## config.mk

```make
export PLATFORM = sky130hd
export DESIGN_NAME = axi_wdma_burst
export DESIGN_NICKNAME = d
export VERILOG_FILES = /design/src/rtl/axi_wdma_burst.sv
export SDC_FILE = /design/constraint.sdc
export NUM_CORES = 1
export LEC_CHECK = 0
export ABC_AREA = 1
export BUFFER_PORTS_ARGS = -buffer_cell sky130_fd_sc_hd__clkbuf_2
export CAP_MARGIN = 30
export CORE_UTILIZATION = 59
export DETAILED_ROUTE_END_ITERATION = 16
export PLACE_DENSITY = 0.92
export SLEW_MARGIN = 20
export SYNTH_ARGS = -nofsm -noshare
export SYNTH_HDL_FRONTEND = slang
export SYNTH_SLANG_ARGS = --single-unit
```

## constraint.sdc

```tcl
create_clock -name aclk -period 6.05 [get_ports aclk]
set_input_delay 1.21 -clock aclk [delete_from_list [all_inputs] [get_ports aclk]]
set_output_delay 1.21 -clock aclk [all_outputs]
set_load 0.01 [all_outputs]
```

## src/rtl/axi_wdma_burst.sv

```systemverilog
// Stream-to-AXI4 write DMA: splits one byte-addressed command into INCR bursts
// that never cross 4 KB, passes stream beats straight onto W and reports the first error response.
module axi_wdma_burst #(
    parameter int ADDRESS_BITS    = 32,
    parameter int LENGTH_BITS     = 32,
    parameter int DATA_BYTES      = 4,
    parameter int MAX_BURST       = 256,
    parameter int MAX_OUTSTANDING = 4
) (
    input  logic                      aclk,
    input  logic                      aresetn,
    input  logic [ADDRESS_BITS-1:0]   cmd_address,
    input  logic [LENGTH_BITS-1:0]    cmd_bytes,
    input  logic                      cmd_valid,
    output logic                      cmd_ready,
    output logic [1:0]                sts_resp,
    output logic                      sts_tlast_err,
    output logic                      sts_valid,
    input  logic                      sts_ready,
    output logic [3:0]                axi_m_awid,
    output logic [ADDRESS_BITS-1:0]   axi_m_awaddr,
    output logic [7:0]                axi_m_awlen,
    output logic [2:0]                axi_m_awsize,
    output logic [1:0]                axi_m_awburst,
    output logic                      axi_m_awvalid,
    input  logic                      axi_m_awready,
    output logic [8*DATA_BYTES-1:0]   axi_m_wdata,
    output logic [DATA_BYTES-1:0]     axi_m_wstrb,
    output logic                      axi_m_wlast,
    output logic                      axi_m_wvalid,
    input  logic                      axi_m_wready,
    input  logic [1:0]                axi_m_bresp,
    input  logic                      axi_m_bvalid,
    output logic                      axi_m_bready,
    input  logic [8*DATA_BYTES-1:0]   din_tdata,
    input  logic                      din_tlast,
    input  logic                      din_tvalid,
    output logic                      din_tready
);

    localparam int OFS_BITS = $clog2(DATA_BYTES);
    localparam int BW       = LENGTH_BITS + 1;
    localparam int PW       = (MAX_OUTSTANDING > 1) ? $clog2(MAX_OUTSTANDING) : 1;
    localparam int CW       = $clog2(MAX_OUTSTANDING + 1);

    typedef enum logic [2:0] {
        S_IDLE   = 3'd0,
        S_CALC   = 3'd1,
        S_ADDR   = 3'd2,
        S_DRAIN  = 3'd3,
        S_STATUS = 3'd4
    } state_t;

    state_t                  state_r, state_s;
    logic [ADDRESS_BITS-1:0] addr_r;
    logic [BW-1:0]           beats_left_r, total_beats_r, cmd_beat_r;
    logic [8:0]              burst_r;
    logic [DATA_BYTES-1:0]   first_mask_r, last_mask_r;
    logic [CW-1:0]           outstanding_r, fifo_cnt_r;
    logic [8:0]              fifo_mem_r [MAX_OUTSTANDING];
    logic [PW-1:0]           wr_ptr_r, rd_ptr_r;
    logic [7:0]              beat_idx_r;
    logic [1:0]              resp_r;
    logic                    tlast_err_r;

    logic                    cmd_hs_s, aw_hs_s, w_hs_s, b_hs_s, active_s, pop_s, cmd_last_s;
    logic [OFS_BITS-1:0]     offset_s, end_ofs_s;
    logic [BW-1:0]           total_s, to_4k_s, lim_s, burst_s;
    logic [8:0]              head_s;

    // Lanes at or above a byte offset within the bus word.
    function automatic logic [DATA_BYTES-1:0] lanes_from(input logic [OFS_BITS-1:0] ofs);
        lanes_from = {DATA_BYTES{1'b1}} << ofs;
    endfunction

    // Handshakes, command decode and burst sizing.
    always_comb begin
        cmd_hs_s   = cmd_valid && cmd_ready;
        aw_hs_s    = axi_m_awvalid && axi_m_awready;
        w_hs_s     = axi_m_wvalid && axi_m_wready;
        b_hs_s     = axi_m_bvalid && axi_m_bready;
        active_s   = (fifo_cnt_r != '0);
        head_s     = fifo_mem_r[rd_ptr_r];
        pop_s      = w_hs_s && axi_m_wlast;
        cmd_last_s = (cmd_beat_r == total_beats_r - BW'(1));
        offset_s   = cmd_address[OFS_BITS-1:0];
        end_ofs_s  = offset_s + cmd_bytes[OFS_BITS-1:0];
        total_s    = ({1'b0, cmd_bytes} + BW'(offset_s) + BW'(DATA_BYTES - 1)) >> OFS_BITS;
        to_4k_s    = (BW'(13'h1000) - BW'(addr_r[11:0])) >> OFS_BITS;
        lim_s      = (to_4k_s < BW'(MAX_BURST)) ? to_4k_s : BW'(MAX_BURST);
        burst_s    = (beats_left_r < lim_s) ? beats_left_r : lim_s;
    end

    // Interface outputs; W is a pass-through gated by a queued burst.
    always_comb begin
        cmd_ready     = (state_r == S_IDLE);
        sts_valid     = (state_r == S_STATUS);
        sts_resp      = resp_r;
        sts_tlast_err = tlast_err_r;
        axi_m_awid    = 4'd0;
        axi_m_awaddr  = addr_r;
        axi_m_awlen   = burst_r[7:0] - 8'd1;
        axi_m_awsize  = 3'(OFS_BITS);
        axi_m_awburst = 2'b01;
        axi_m_awvalid = (state_r == S_ADDR) && (outstanding_r < CW'(MAX_OUTSTANDING))
                        && (fifo_cnt_r < CW'(MAX_OUTSTANDING));
        axi_m_wvalid  = din_tvalid && active_s;
        din_tready    = axi_m_wready && active_s;
        axi_m_wdata   = din_tdata;
        axi_m_wlast   = active_s && ({1'b0, beat_idx_r} == head_s - 9'd1);
        axi_m_bready  = (outstanding_r != '0);
        axi_m_wstrb   = {DATA_BYTES{1'b1}};
        if (cmd_beat_r == '0) begin
            axi_m_wstrb = axi_m_wstrb & first_mask_r;
        end else begin
            axi_m_wstrb = axi_m_wstrb;
        end
        if (cmd_last_s) begin
            axi_m_wstrb = axi_m_wstrb & last_mask_r;
        end else begin
            axi_m_wstrb = axi_m_wstrb;
        end
    end

    // Address FSM next-state logic.
    always_comb begin
        state_s = state_r;
        case (state_r)
            S_IDLE: begin
                if (cmd_hs_s) begin
                    state_s = (cmd_bytes == '0) ? S_STATUS : S_CALC;
                end else begin
                    state_s = S_IDLE;
                end
            end
            S_CALC: state_s = S_ADDR;
            S_ADDR: begin
                if (aw_hs_s) begin
                    state_s = (beats_left_r != '0) ? S_CALC : S_DRAIN;
                end else begin
                    state_s = S_ADDR;
                end
            end
            S_DRAIN: begin
                if ((outstanding_r == '0) && (fifo_cnt_r == '0)) begin
                    state_s = S_STATUS;
                end else begin
                    state_s = S_DRAIN;
                end
            end
            S_STATUS: begin
                if (sts_ready) begin
                    state_s = S_IDLE;
                end else begin
                    state_s = S_STATUS;
                end
            end
            default: state_s = S_IDLE;
        endcase
    end

    // FSM state register.
    always_ff @(posedge aclk or negedge aresetn) begin
        if (!aresetn) begin
            state_r <= S_IDLE;
        end else begin
            state_r <= state_s;
        end
    end

    // Command capture, burst sizing and address advance.
    always_ff @(posedge aclk or negedge aresetn) begin
        if (!aresetn) begin
            addr_r        <= '0;
            beats_left_r  <= '0;
            total_beats_r <= '0;
            burst_r       <= 9'd0;
            first_mask_r  <= '0;
            last_mask_r   <= '0;
        end else begin
            case (state_r)
                S_IDLE: begin
                    if (cmd_hs_s) begin
                        addr_r        <= {cmd_address[ADDRESS_BITS-1:OFS_BITS], {OFS_BITS{1'b0}}};
                        beats_left_r  <= total_s;
                        total_beats_r <= total_s;
                        first_mask_r  <= lanes_from(offset_s);
                        last_mask_r   <= (end_ofs_s == '0) ? {DATA_BYTES{1'b1}} : ~lanes_from(end_ofs_s);
                    end
                end
                S_CALC: begin
                    burst_r      <= burst_s[8:0];
                    beats_left_r <= beats_left_r - burst_s;
                end
                S_ADDR: begin
                    if (aw_hs_s) begin
                        addr_r <= addr_r + (ADDRESS_BITS'(burst_r) << OFS_BITS);
                    end
                end
                default: ;
            endcase
        end
    end

    // Outstanding-burst counter and the burst-length FIFO feeding the W path.
    always_ff @(posedge aclk or negedge aresetn) begin
        if (!aresetn) begin
            outstanding_r <= '0;
            fifo_cnt_r    <= '0;
            wr_ptr_r      <= '0;
            rd_ptr_r      <= '0;
            beat_idx_r    <= 8'd0;
            for (int i = 0; i < MAX_OUTSTANDING; i++) begin
                fifo_mem_r[i] <= 9'd0;
            end
        end else begin
            case ({aw_hs_s, b_hs_s})
                2'b10:   outstanding_r <= outstanding_r + CW'(1);
                2'b01:   outstanding_r <= outstanding_r - CW'(1);
                default: outstanding_r <= outstanding_r;
            endcase
            case ({aw_hs_s, pop_s})
                2'b10:   fifo_cnt_r <= fifo_cnt_r + CW'(1);
                2'b01:   fifo_cnt_r <= fifo_cnt_r - CW'(1);
                default: fifo_cnt_r <= fifo_cnt_r;
            endcase
            if (aw_hs_s) begin
                fifo_mem_r[wr_ptr_r] <= burst_r;
                wr_ptr_r <= (wr_ptr_r == PW'(MAX_OUTSTANDING - 1)) ? '0 : wr_ptr_r + PW'(1);
            end
            if (pop_s) begin
                rd_ptr_r <= (rd_ptr_r == PW'(MAX_OUTSTANDING - 1)) ? '0 : rd_ptr_r + PW'(1);
            end
            if (w_hs_s) begin
                beat_idx_r <= axi_m_wlast ? 8'd0 : beat_idx_r + 8'd1;
            end
        end
    end

    // Command beat position and status flags; tlast only flags, never steers counting.
    always_ff @(posedge aclk or negedge aresetn) begin
        if (!aresetn) begin
            cmd_beat_r  <= '0;
            resp_r      <= 2'b00;
            tlast_err_r <= 1'b0;
        end else if (cmd_hs_s) begin
            cmd_beat_r  <= '0;
            resp_r      <= 2'b00;
            tlast_err_r <= 1'b0;
        end else begin
            if (w_hs_s) begin
                cmd_beat_r <= cmd_beat_r + BW'(1);
                if (din_tlast != cmd_last_s) begin
                    tlast_err_r <= 1'b1;
                end
            end
            if (b_hs_s && (axi_m_bresp != 2'b00) && (resp_r == 2'b00)) begin
                resp_r <= axi_m_bresp;
            end
        end
    end

endmodule

```

==> impl_metrics.csv <==
group,metric,value,unit
grt,grt_usage,32.1,%
clocking,cts_tree,"done",
drt,drt-met1-wl,17600,um
yosys,synth_flop_cell,"dfrtp_1",
place,place_hpwl,31200,um
yosys,yosysUniqueCellTypes,59,
clocking,cts_sinks,203,
sta,timing.final.crit_share,89.2,%
worst_setup_path,critPathTopFamily,"simple AND/OR/NAND/NOR gates",
sta,finalSetupViolations,0,
sta,period_minus_slack,5.40,ns
power_and_ir_drop,irDropWorstVdd,406,uV
final_layout,fillers,2086,
sta,tns,0,ns
yosys,synthArstFlopShare,100,%
die,die-height,162,um
clocking,clk_latency,0.52,ns
die,rows,58,
worst_hold_path,min_path_cells,2,
final_layout,final_common_cell,"nand2_1",
final_layout,syn_to_final_growth,10.0,%
worst_setup_path,crit_fanout,10,
place,io_buffer_count,126,
yosys,ys_seq_area_share,33.6,%
flow_run,cap_violations,0,
sta,fmaxAchievable,185,MHz
worst_setup_path,reg2reg_from,"axi_m_awaddr[3]",
worst_setup_path,worst_path_most_repeated_cell,"nand2_1",
worst_setup_path,critPathKind,"flop to flop",
grt,grt_pass1_wl,68900,um
clocking,clk_pin_slew_worst_paths,0.06,ns
worst_setup_path,end_kind,"flop",
power_and_ir_drop,report.power.total,8.22,mW
outcome,status,"finished, final reports clean",
final_layout,design_area,16600,sq um
drt,drtPass1Iterations,6,
drt,vias,15000,
worst_hold_path,hp-start,"first_mask_r[3]",
die,core_area,25200,sq um
sta,slew_headroom,40.9,%
drt,wl_per_cell,16.2,um
worst_setup_path,reg2reg_depth,37,
power_and_ir_drop,p_leak,8.12,nW
clocking,max-clock-path-buffers,3,
worst_setup_path,slowest_delay,0.41,ns
grt,grt_max_degree,87,
die,chipWidth,162,um
clocking,htreeDepth,1,
worst_setup_path,reg2reg_to,"beats_left_r[24]",
power_and_ir_drop,pwr_density_cell,494,nW/um^2
worst_setup_path,regToRegSetupSlack,0.65,ns
drt,route.met2.wl,19800,um
clocking,cts_root_buf,"clkbuf_16",
sta,skew,0.00903,ns
worst_hold_path,hold_end,"first_mask_r[3]",
sta,maxSlewViolCount,0,
place,dpl_cell_area,15700,sq um
yosys,netlist_area,15100,sq um
drt,drt_iter0_drc,1406,
drt,highest_layer,"met4",
yosys,yosys_warnings,0,
drt,drc,0,
yosys,synth-edff-count,0,
yosys,syn_area_per_cell,6.98,sq um
grt,first_global_vias,14400,
drt,viasPerCell,5.81,
die,die_area,26300,sq um
drt,drtAntennaViolNets,0,
place,gp_congestion,0.946,
yosys,netlist_instances,2167,
grt,antenna_found_initial,0,
die,ios,202,
clocking,cts-buffers-inserted,24,
drt,wl_met3,3140,um
grt,overflow,0,
sta,rsz0062_at_grt,"false",
clocking,cts_setup_buffers,0,
die,start_util,60.1,%
sta,final-hold-violation-count,0,
sta,worst_slew_pin_slew,0.882,ns
worst_hold_path,hold_class,"flop to flop",
drt,wirelength,42000,um
final_layout,layout.nets,2408,
worst_setup_path,critPathLaunchType,"flop",
final_layout,register_area,5080,sq um
final_layout,multi_input_area,8420,sq um
worst_setup_path,worstPathArrival,5.79,ns
final_layout,n_antenna_cell,0,
yosys,synth_seq_cells,203,
worst_setup_path,path_buf_inv,6,
final_layout,drive_gt1_share,12.0,%
worst_setup_path,slowest_stage,"dfrtp_1",
final_layout,layout_common_cells,"505 x nand2_1, 284 x inv_1, 223 x nor2_1, 203 x dfrtp_1, 144 x o21ai_0",
worst_setup_path,critPathRequiredTime,6.44,ns
==> cells by family after synthesis <==
logic type / share of synthesized area, %
compound gates: 11.7
other cells: 0.0496
buf+inv: 11.2
flops: 33.6
fa+ha+maj: 4.63
mux: 1.26
xor+xnor: 5.47
simple gates: 32.1
==> timing repair <==
item                                    CTS  global route
hold buffers                              0             0
endpoints found under the setup margin    0            11
resized for setup                         0             7
==> tightest hold or removal path, cell delays in order, from the launching register on <==
cell and delay [ns]:
dfrtp_1 0.32, inv_1 0.06, nand2_1 0.06
==> synthesized netlist by cell type, types with 21 or more instances <==
library cell | number | area share [%]
nand4_1 | 44 | 1.8
inv_1 | 286 | 7.1
nand3_1 | 141 | 4.7
buf_4 | 46 | 2.3
xor2_1 | 70 | 4.1
a21oi_1 | 85 | 2.8
nand2_1 | 506 | 13
ha_1 | 48 | 4.0
clkbuf_1 | 37 | 0.92
o21ai_1 | 27 | 0.89
dfrtp_1 | 203 | 34
o211ai_1 | 21 | 1.0
xnor2_1 | 22 | 1.3
nor3_1 | 49 | 1.6
nor4_1 | 44 | 1.8
o21ai_0 | 146 | 4.8
nor2_1 | 225 | 5.6
==> stage by stage <==
step	setup WS, ns	cells	hold slack [ns]	utilization [%]
2_1_floorplan	1.30	2178	0.434	-
3_3_place_gp	0.758	2546	0.451	62.4
3_5_place_dp	0.608	2548	0.455	62.5
4_1_cts	0.541	2588	0.470	65.8
5_1_grt	0.00588	2592	0.492	66.1
6_report	0.651	2592	0.467	66.1
==> sequential cells by signal, indices dropped and copies added, names as in the netlist <==
register	flops
axi_m_awaddr	30
beat_idx_r	8
beats_left_r	33
burst_r	9
cmd_beat_r	33
fifo_cnt_r	3
fifo_mem_r	36
first_mask_r	4
last_mask_r	3
outstanding_r	3
rd_ptr_r	2
state_r	3
sts_resp	2
sts_tlast_err	1
total_beats_r	31
wr_ptr_r	2
==> report_power, final <==
group,total [mW],switching (mW),internal [mW]
Sequential,2.51,0.609,1.90
Clock,1.54,0.584,0.955
Combinational,4.17,2.67,1.50
==> final cells by class <==
type                    instances  area share (%)
repair buffers                142            4.73
clock buffers                  31            4.07
flip-flops and latches        203            30.5
well taps                     330            2.48
inverters                     297            6.72
clock inverters                 9           0.932
multi-input cells            1580            50.6
==> routing by layer <==
metal	vias to the layer above	GRT usage, %
li1	7187	-
met1	7059	42.1
met2	663	53.3
met3	139	4.62
met4	0	13.0
met5	-	0
==> how the worst max path moves through the flow <==
stage | startpoint | end | slack [ns] | depth (start not counted)
after floorplan | axi_m_awaddr[3] | beats_left_r[24] | 1.30 | 36
after global routing | axi_m_awaddr[3] | beats_left_r[24] | 0.006 | 37
final | axi_m_awaddr[3] | beats_left_r[24] | 0.65 | 37
after detailed placement | axi_m_awaddr[3] | beats_left_r[16] | 0.61 | 38
after global placement | axi_m_awaddr[3] | beats_left_r[16] | 0.76 | 38
after CTS | axi_m_awaddr[3] | beats_left_r[24] | 0.54 | 36
Power figures use the tool's default switching activity.
